**src/rtl/jt12_op_seq_pkg.sv**
```systemverilog
// Shared types and constants for the operator slot sequencer.
// Slot groups follow the order in which operators are visited within a frame.
package jt12_op_seq_pkg;

  typedef enum logic [1:0] {
    grp_s1 = 2'd0,
    grp_s3 = 2'd1,
    grp_s2 = 2'd2,
    grp_s4 = 2'd3
  } grp_e;

  // One bit per algorithm (bit n = alg n) for each non-trivial select.
  localparam logic [7:0] s3_yint_alg = 8'b0111_1001;
  localparam logic [7:0] s2_xint_alg = 8'b0000_0111;
  localparam logic [7:0] s2_yp1_alg  = 8'b0010_0010;
  localparam logic [7:0] s4_xint_alg = 8'b0001_1111;
  localparam logic [7:0] s4_yp1_alg  = 8'b0010_0100;
  localparam logic [7:0] s4_yp2_alg  = 8'b0000_1000;

  function automatic int frame_len(input int num_ch);
    return 4 * num_ch;
  endfunction

endpackage

```
**src/rtl/jt12_alg_dec.sv**
```systemverilog
// Combinational decode of slot group and algorithm into operator modulation-input selects.
module jt12_alg_dec
  import jt12_op_seq_pkg::*;
(
  input  grp_e       grp,
  input  logic [2:0] alg,
  output logic       xuse_prevprev1,
  output logic       xuse_prev2,
  output logic       xuse_internal,
  output logic       yuse_prev1,
  output logic       yuse_prev2,
  output logic       yuse_internal
);

  always_comb begin
    xuse_prevprev1 = 1'b0;
    xuse_prev2     = 1'b0;
    xuse_internal  = 1'b0;
    yuse_prev1     = 1'b0;
    yuse_prev2     = 1'b0;
    yuse_internal  = 1'b0;
    case (grp)
      grp_s1: begin
        xuse_prevprev1 = 1'b1;
        yuse_prev1     = 1'b1;
      end
      grp_s3: yuse_internal = s3_yint_alg[alg];
      grp_s2: begin
        xuse_internal = s2_xint_alg[alg];
        yuse_prev1    = s2_yp1_alg[alg];
      end
      grp_s4: begin
        xuse_internal = s4_xint_alg[alg];
        yuse_prev1    = s4_yp1_alg[alg];
        yuse_prev2    = s4_yp2_alg[alg];
      end
      default: ;
    endcase
  end

endmodule

```
**src/rtl/jt12_op_seq.sv**
```systemverilog
// Operator slot sequencer: walks S1,S3,S2,S4 groups per channel, presents registered
// modulation selects and feedback, and applies config writes only at frame boundaries.
module jt12_op_seq
  import jt12_op_seq_pkg::*;
#(
  parameter int num_ch = 6
) (
  input  logic       clk,
  input  logic       rst,
  input  logic       clk_en,
  input  logic       run,
  input  logic       cfg_valid,
  output logic       cfg_ready,
  input  logic [2:0] cfg_ch,
  input  logic [2:0] cfg_alg,
  input  logic [2:0] cfg_fb,
  output logic       s1_enters,
  output logic       s2_enters,
  output logic       s3_enters,
  output logic       s4_enters,
  output logic [2:0] cur_ch,
  output logic       xuse_prevprev1,
  output logic       xuse_prev2,
  output logic       xuse_internal,
  output logic       yuse_prev1,
  output logic       yuse_prev2,
  output logic       yuse_internal,
  output logic [2:0] fb_II,
  output logic       zero
);

  if (num_ch != 3 && num_ch != 6) begin : g_bad_num_ch
    $error("jt12_op_seq: num_ch must be 3 or 6");
  end

  localparam logic [4:0] last_slot = 5'(frame_len(num_ch) - 1);
  localparam logic [2:0] last_ch   = 3'(num_ch - 1);

  logic [4:0] slot, nxt_slot;
  logic [1:0] grp, nxt_grp;
  logic [2:0] ch, nxt_ch;
  logic       active;
  logic [5:0] tbl [num_ch];
  logic [2:0] pend_ch, pend_alg, pend_fb;
  logic [2:0] nxt_alg, cur_fb;
  logic       d_xpp1, d_xp2, d_xint, d_yp1, d_yp2, d_yint;
  logic       commit;

  // A parked sequencer restarts at slot 0 rather than advancing past it.
  always_comb begin
    nxt_slot = slot + 5'd1;
    nxt_grp  = grp;
    nxt_ch   = ch + 3'd1;
    if (!active || slot == last_slot) begin
      nxt_slot = '0;
      nxt_grp  = '0;
      nxt_ch   = '0;
    end else if (ch == last_ch) begin
      nxt_ch  = '0;
      nxt_grp = grp + 2'd1;
    end
  end

  always_comb begin
    nxt_alg = '0;
    cur_fb  = '0;
    for (int i = 0; i < num_ch; i++) begin
      if (nxt_ch == 3'(i)) nxt_alg = tbl[i][5:3];
      if (ch == 3'(i))     cur_fb  = tbl[i][2:0];
    end
  end

  jt12_alg_dec u_dec (
    .grp            (grp_e'(nxt_grp)),
    .alg            (nxt_alg),
    .xuse_prevprev1 (d_xpp1),
    .xuse_prev2     (d_xp2),
    .xuse_internal  (d_xint),
    .yuse_prev1     (d_yp1),
    .yuse_prev2     (d_yp2),
    .yuse_internal  (d_yint)
  );

  // cfg_ready low doubles as the pending-buffer-full flag.
  assign commit = !cfg_ready && (!run || (active && slot == last_slot));

  always_ff @(posedge clk or negedge rst) begin
    if (!rst) begin
      slot           <= '0;
      grp            <= '0;
      ch             <= '0;
      active         <= 1'b0;
      for (int i = 0; i < num_ch; i++) tbl[i] <= '0;
      pend_ch        <= '0;
      pend_alg       <= '0;
      pend_fb        <= '0;
      cfg_ready      <= 1'b1;
      s1_enters      <= 1'b0;
      s2_enters      <= 1'b0;
      s3_enters      <= 1'b0;
      s4_enters      <= 1'b0;
      cur_ch         <= '0;
      xuse_prevprev1 <= 1'b0;
      xuse_prev2     <= 1'b0;
      xuse_internal  <= 1'b0;
      yuse_prev1     <= 1'b0;
      yuse_prev2     <= 1'b0;
      yuse_internal  <= 1'b0;
      fb_II          <= '0;
      zero           <= 1'b0;
    end else if (clk_en) begin
      if (!run) begin
        slot           <= '0;
        grp            <= '0;
        ch             <= '0;
        active         <= 1'b0;
        s1_enters      <= 1'b0;
        s2_enters      <= 1'b0;
        s3_enters      <= 1'b0;
        s4_enters      <= 1'b0;
        cur_ch         <= '0;
        xuse_prevprev1 <= 1'b0;
        xuse_prev2     <= 1'b0;
        xuse_internal  <= 1'b0;
        yuse_prev1     <= 1'b0;
        yuse_prev2     <= 1'b0;
        yuse_internal  <= 1'b0;
        zero           <= 1'b0;
      end else begin
        slot           <= nxt_slot;
        grp            <= nxt_grp;
        ch             <= nxt_ch;
        active         <= 1'b1;
        s1_enters      <= (nxt_grp == grp_s1);
        s2_enters      <= (nxt_grp == grp_s2);
        s3_enters      <= (nxt_grp == grp_s3);
        s4_enters      <= (nxt_grp == grp_s4);
        cur_ch         <= nxt_ch;
        xuse_prevprev1 <= d_xpp1;
        xuse_prev2     <= d_xp2;
        xuse_internal  <= d_xint;
        yuse_prev1     <= d_yp1;
        yuse_prev2     <= d_yp2;
        yuse_internal  <= d_yint;
        zero           <= (nxt_slot == 5'd0);
      end

      if (active && grp == grp_s1) fb_II <= cur_fb;

      if (commit) begin
        for (int i = 0; i < num_ch; i++)
          if (pend_ch == 3'(i)) tbl[i] <= {pend_alg, pend_fb};
        cfg_ready <= 1'b1;
      end else if (cfg_valid && cfg_ready) begin
        pend_ch   <= cfg_ch;
        pend_alg  <= cfg_alg;
        pend_fb   <= cfg_fb;
        cfg_ready <= 1'b0;
      end
    end
  end

endmodule
```
**config.mk**
```make
export PLATFORM = sky130hd
export DESIGN_NAME = jt12_op_seq
export DESIGN_NICKNAME = d
export VERILOG_FILES = /design/src/rtl/jt12_op_seq_pkg.sv /design/src/rtl/jt12_alg_dec.sv /design/src/rtl/jt12_op_seq.sv
export SDC_FILE = /design/constraint.sdc
export NUM_CORES = 1
export LEC_CHECK = 0
export CORE_AREA = 4 4 80 82
export CTS_CLUSTER_DIAMETER = 40
export CTS_CLUSTER_SIZE = 14
export DETAILED_ROUTE_END_ITERATION = 7
export DIE_AREA = 0 0 84 86
export GPL_ROUTABILITY_DRIVEN = 0
export GPL_TIMING_DRIVEN = 0
export PLACE_DENSITY = 0.9
export SYNTH_ARGS = -nofsm -noshare
export SYNTH_HDL_FRONTEND = slang
export SYNTH_SLANG_ARGS = --single-unit
```
**constraint.sdc**
```tcl
create_clock -name clk -period 4.5 [get_ports clk]
set_input_delay 0.675 -clock clk [delete_from_list [all_inputs] [get_ports clk]]
set_output_delay 0.675 -clock clk [all_outputs]
set_load 0.05 [all_outputs]
```
==> summary.md <==
| Metric | Value |
|---|---|
| Lkg Pwr | `1.83 nW` |
| Grt peak-use layer | `met2` |
| Slew @ Worst Pin | `0.834 ns` |
| Worst setup margin | `0.865 ns` |
| Hold crit path type | `input port to asynchronous set/reset pin` |
| Seq pwr share | `46.4%` |
| Yosys top cell by area | `dfrtp_1` |
| H-tree levels | `3` |
| Antenna Cells | `0` |
| Final worst path period share | `80.8%` |
| ANT nets after route | `0` |
| Area delta synth->final | `18.0%` |
| Cts hold-fix bufs | `0` |
| Fin crit period | `3.63 ns` |
| Nets@finish | `357` |
| Top cells by area, synth | `dfrtp_1 (49%), mux2_2 (13%), mux2i_1 (3.8%), ha_1 (2.9%), o21ai_0 (2.7%)` |
| Status | `finished clean` |
| Crit Path Class | `flip-flop to flip-flop` |
| Pre-antenna DRT Iters | `4` |
| Setup Buffers After CTS | `0` |
| Crit path required time | `4.72 ns` |
| Number of global-route vias before repair | `2490` |
| First DRT Iteration DRCs | `115` |
| Cells after Synth | `294` |
| Grt met2 use | `35.6%` |
| Switching pwr | `649 uW` |
| Buffers on Ports | `30` |
| FFs w/ async S/R, synth | `100%` |
| Register bit total from synthesis | `69` |
| Total global-route track usage | `21.0%` |
| Final global-route overflow total | `0` |
| Remaining DRCs | `0` |
| Min Hold Slack | `0.437 ns` |
| Slew headroom | `44.4%` |
| DR vias/cell | `5.85` |
| Mapped Area | `0.00346 mm^2` |
| Peak Freq | `0.275 GHz` |
| RSZ-0062 raised after global routing | `false` |
| Fillers | `429` |
| Mean post-synth cell area | `11.8 um^2` |
| Distinct cells, synth | `50` |
| Max_cap viols | `0` |
| Clock power share | `26.8%` |
| Detailed Route WL | `7010 um` |
| Total negative slack | `0 ns` |
| Dpl ws | `0.948 ns` |
| Seq/Total Area, Yosys | `49.9%` |
| Final HPWL from detailed placement | `5010 um` |
| CTS tree | `built` |
| Via count | `2427` |
| CORE AREA | `0.00575 mm^2` |
| Tot Pwr | `2.08 mW` |
| Clock buffer depth | `2` |
| Final hold vios | `0` |
| First-pass GRT wire length | `12000 um` |
| Most frequent cells after synthesis | `dfrtp_1 (68), mux2_2 (39), nand2_1 (24)` |
| Largest net degree at the start of global routing | `70` |
| CP Data Arrival Time | `3.86 ns` |
| Critical R2R Launch | `ch[0]` |
| EDFF count, synth | `0` |
| Clock Pin Slew Worst Setup and Hold Paths | `0.07 ns` |
| I/O pin cnt | `32` |
| CP Launch Point | `ch[0]` |
| Placed Cells incl. Taps | `399` |
| Final slew viol count | `0` |
| CTS Sinks | `69` |
| Combinational share of power | `26.8%` |
| Most frequent cell after synthesis | `dfrtp_1` |
| Die Ht | `86 um` |
| Fin Clk Skew | `0.00725 ns` |
| Cell Count, Final, Fillers Out | `415` |
| CP Capture Type | `flip-flop` |
| Met3 Use GR | `4.51%` |
| Power Density | `508 mW/mm^2` |
| Share of cells above drive strength 1 | `22.4%` |
| Die Footprint | `0.00722 mm^2` |
| Synth top area share | `49.1%` |
| # resized after CTS | `0` |
| Syn nets | `316` |
| Starting Density | `60.3%` |
| Warnings, synthesis | `0` |
| Startpoint Class | `flip-flop` |
| Clk root buf | `clkbuf_8` |
| Finish-stage setup viols | `0` |
| Skew-Pair Late Insertion Delay | `0.34 ns` |
| Int Power | `1.43 mW` |
| Peak VDD IR | `321 uV` |
| Met1 Track Usage GR | `26.4%` |
| CTS Buf Count | `9` |
| Core Rows | `28` |
| Max FO, Critical Path | `10` |
| Initial antenna violation count | `0` |
| Synth Flop Type | `dfrtp_1` |
| Die width | `84 um` |
| Net Sw Frac | `31.2%` |
| Routed len/inst | `16.9 um` |
-- worst max-delay path, stage by stage (launching register included) --
cell,delay [ns]
dfrtp_1,0.47
buf_2,0.29
buf_1,0.47
and2_1,0.21
ha_1,0.19
clkbuf_1,0.33
nor2b_1,0.27
nand2_1,0.08
a311o_1,0.32
o21a_1,0.22
ha_1,0.30
inv_1,0.05
nor3_1,0.04
a221o_1,0.27
-- logic make-up (layout without fill, tap and decap cells) --
| group | count (synthesis) | after routing | share of synthesized area [%] |
|---|---|---|---|
| AO/OA/AOI/OAI | 53 | 53 | 10.4 |
| XOR/XNOR | 2 | 2 | 0.506 |
| adder cells (fa/ha/maj) | 8 | 8 | 2.89 |
| buffers and inverters | 29 | 75 | 3.61 |
| flip-flops | 69 | 69 | 49.9 |
| multiplexers | 58 | 58 | 19.0 |
| other | 1 | 1 | 0.108 |
| AND/OR/NAND/NOR | 74 | 74 | 13.5 |
-- layout make-up --
| cell class | instances | area, um^2 | area share (%) |
|---|---|---|---|
| Multi-Input combinational cell | 196 | 1610 | 39.4 |
| Tap cell | 75 | 93.8 | 2.30 |
| Inverter | 14 | 52.6 | 1.29 |
| Clock buffer | 14 | 193 | 4.72 |
| Buffer | 15 | 72.6 | 1.78 |
| Timing Repair Buffer | 30 | 298 | 7.29 |
| Clock inverter | 2 | 37.5 | 0.919 |
| Sequential cell | 69 | 1730 | 42.3 |
-- power by group through the flow --
stage	logic (mW)	registers, mW	clock network [mW]
after detailed placement	0.560	0.968	0
after global placement	0.538	0.953	0
after CTS	0.561	0.959	0.568
after global routing	0.612	0.987	0.592
final	0.556	0.964	0.556
after floorplan	0.360	0.988	0
-- final timing paths --
kind / end / cells after the start / slack (ns)
worst max-delay path: yuse_internal / 13 / 0.87
worst min-delay path: active / 1 / 0.44
worst max register to register: yuse_internal / 13 / 0.87
worst min register to register: cfg_ready / 2 / 0.48
max in group asynchronous: slot[0] / 1 / 3.52
min in group clk: cfg_ready / 2 / 0.48
-- flip-flops by register name (all words and copies together) (netlist names), 2 cells and up --
signal    cells
pend_ch       3
ch            3
tbl          36
slot          5
pend_alg      3
pend_fb       3
fb_II         3
grp           2
-- metrics by stage --
step	instance area (um^2)	util (%)
2_1_floorplan	3460	-
3_3_place_gp	3860	67.1
3_5_place_dp	3850	67.1
4_1_cts	4090	71.1
5_1_grt	4090	71.1
6_report	4090	71.1
-- per-layer routing --
metal  wire length (um)  part of all wire [%]
met1               3030                    43
met2               3540                    50
met3                350                   5.0
met4                 91                   1.3
met5                  0                     0
-- cell usage in the layout (no fill, tap or decap), types with 2 or more instances in the layout --
cell	Yosys	routed
dfrtp_1	68	68
mux2_2	39	39
clkdlybuf4s50_1	0	29
nand2_1	24	24
o21ai_0	19	19
inv_1	14	14
clkbuf_8	0	14
mux2i_1	13	13
clkbuf_1	9	9
nor2_1	8	8
ha_1	8	8
nand3_1	7	7
mux2_4	6	6
o2bb2ai_1	6	6
a21oi_1	5	5
nand3b_1	5	5
nand2b_1	5	5
nor3_1	5	5
nor2b_1	4	4
and2_1	3	3
o221ai_1	3	3
buf_4	2	3
buf_1	2	2
a311oi_1	2	2
a22oi_1	2	2
a221oi_1	2	2
nand4_1	2	2
nor4b_4	2	2
o41ai_1	2	2
o22ai_1	2	2
or2_2	2	2
a31oi_1	2	2
a221o_1	2	2
No activity file was read; power rests on OpenSTA's default activity.
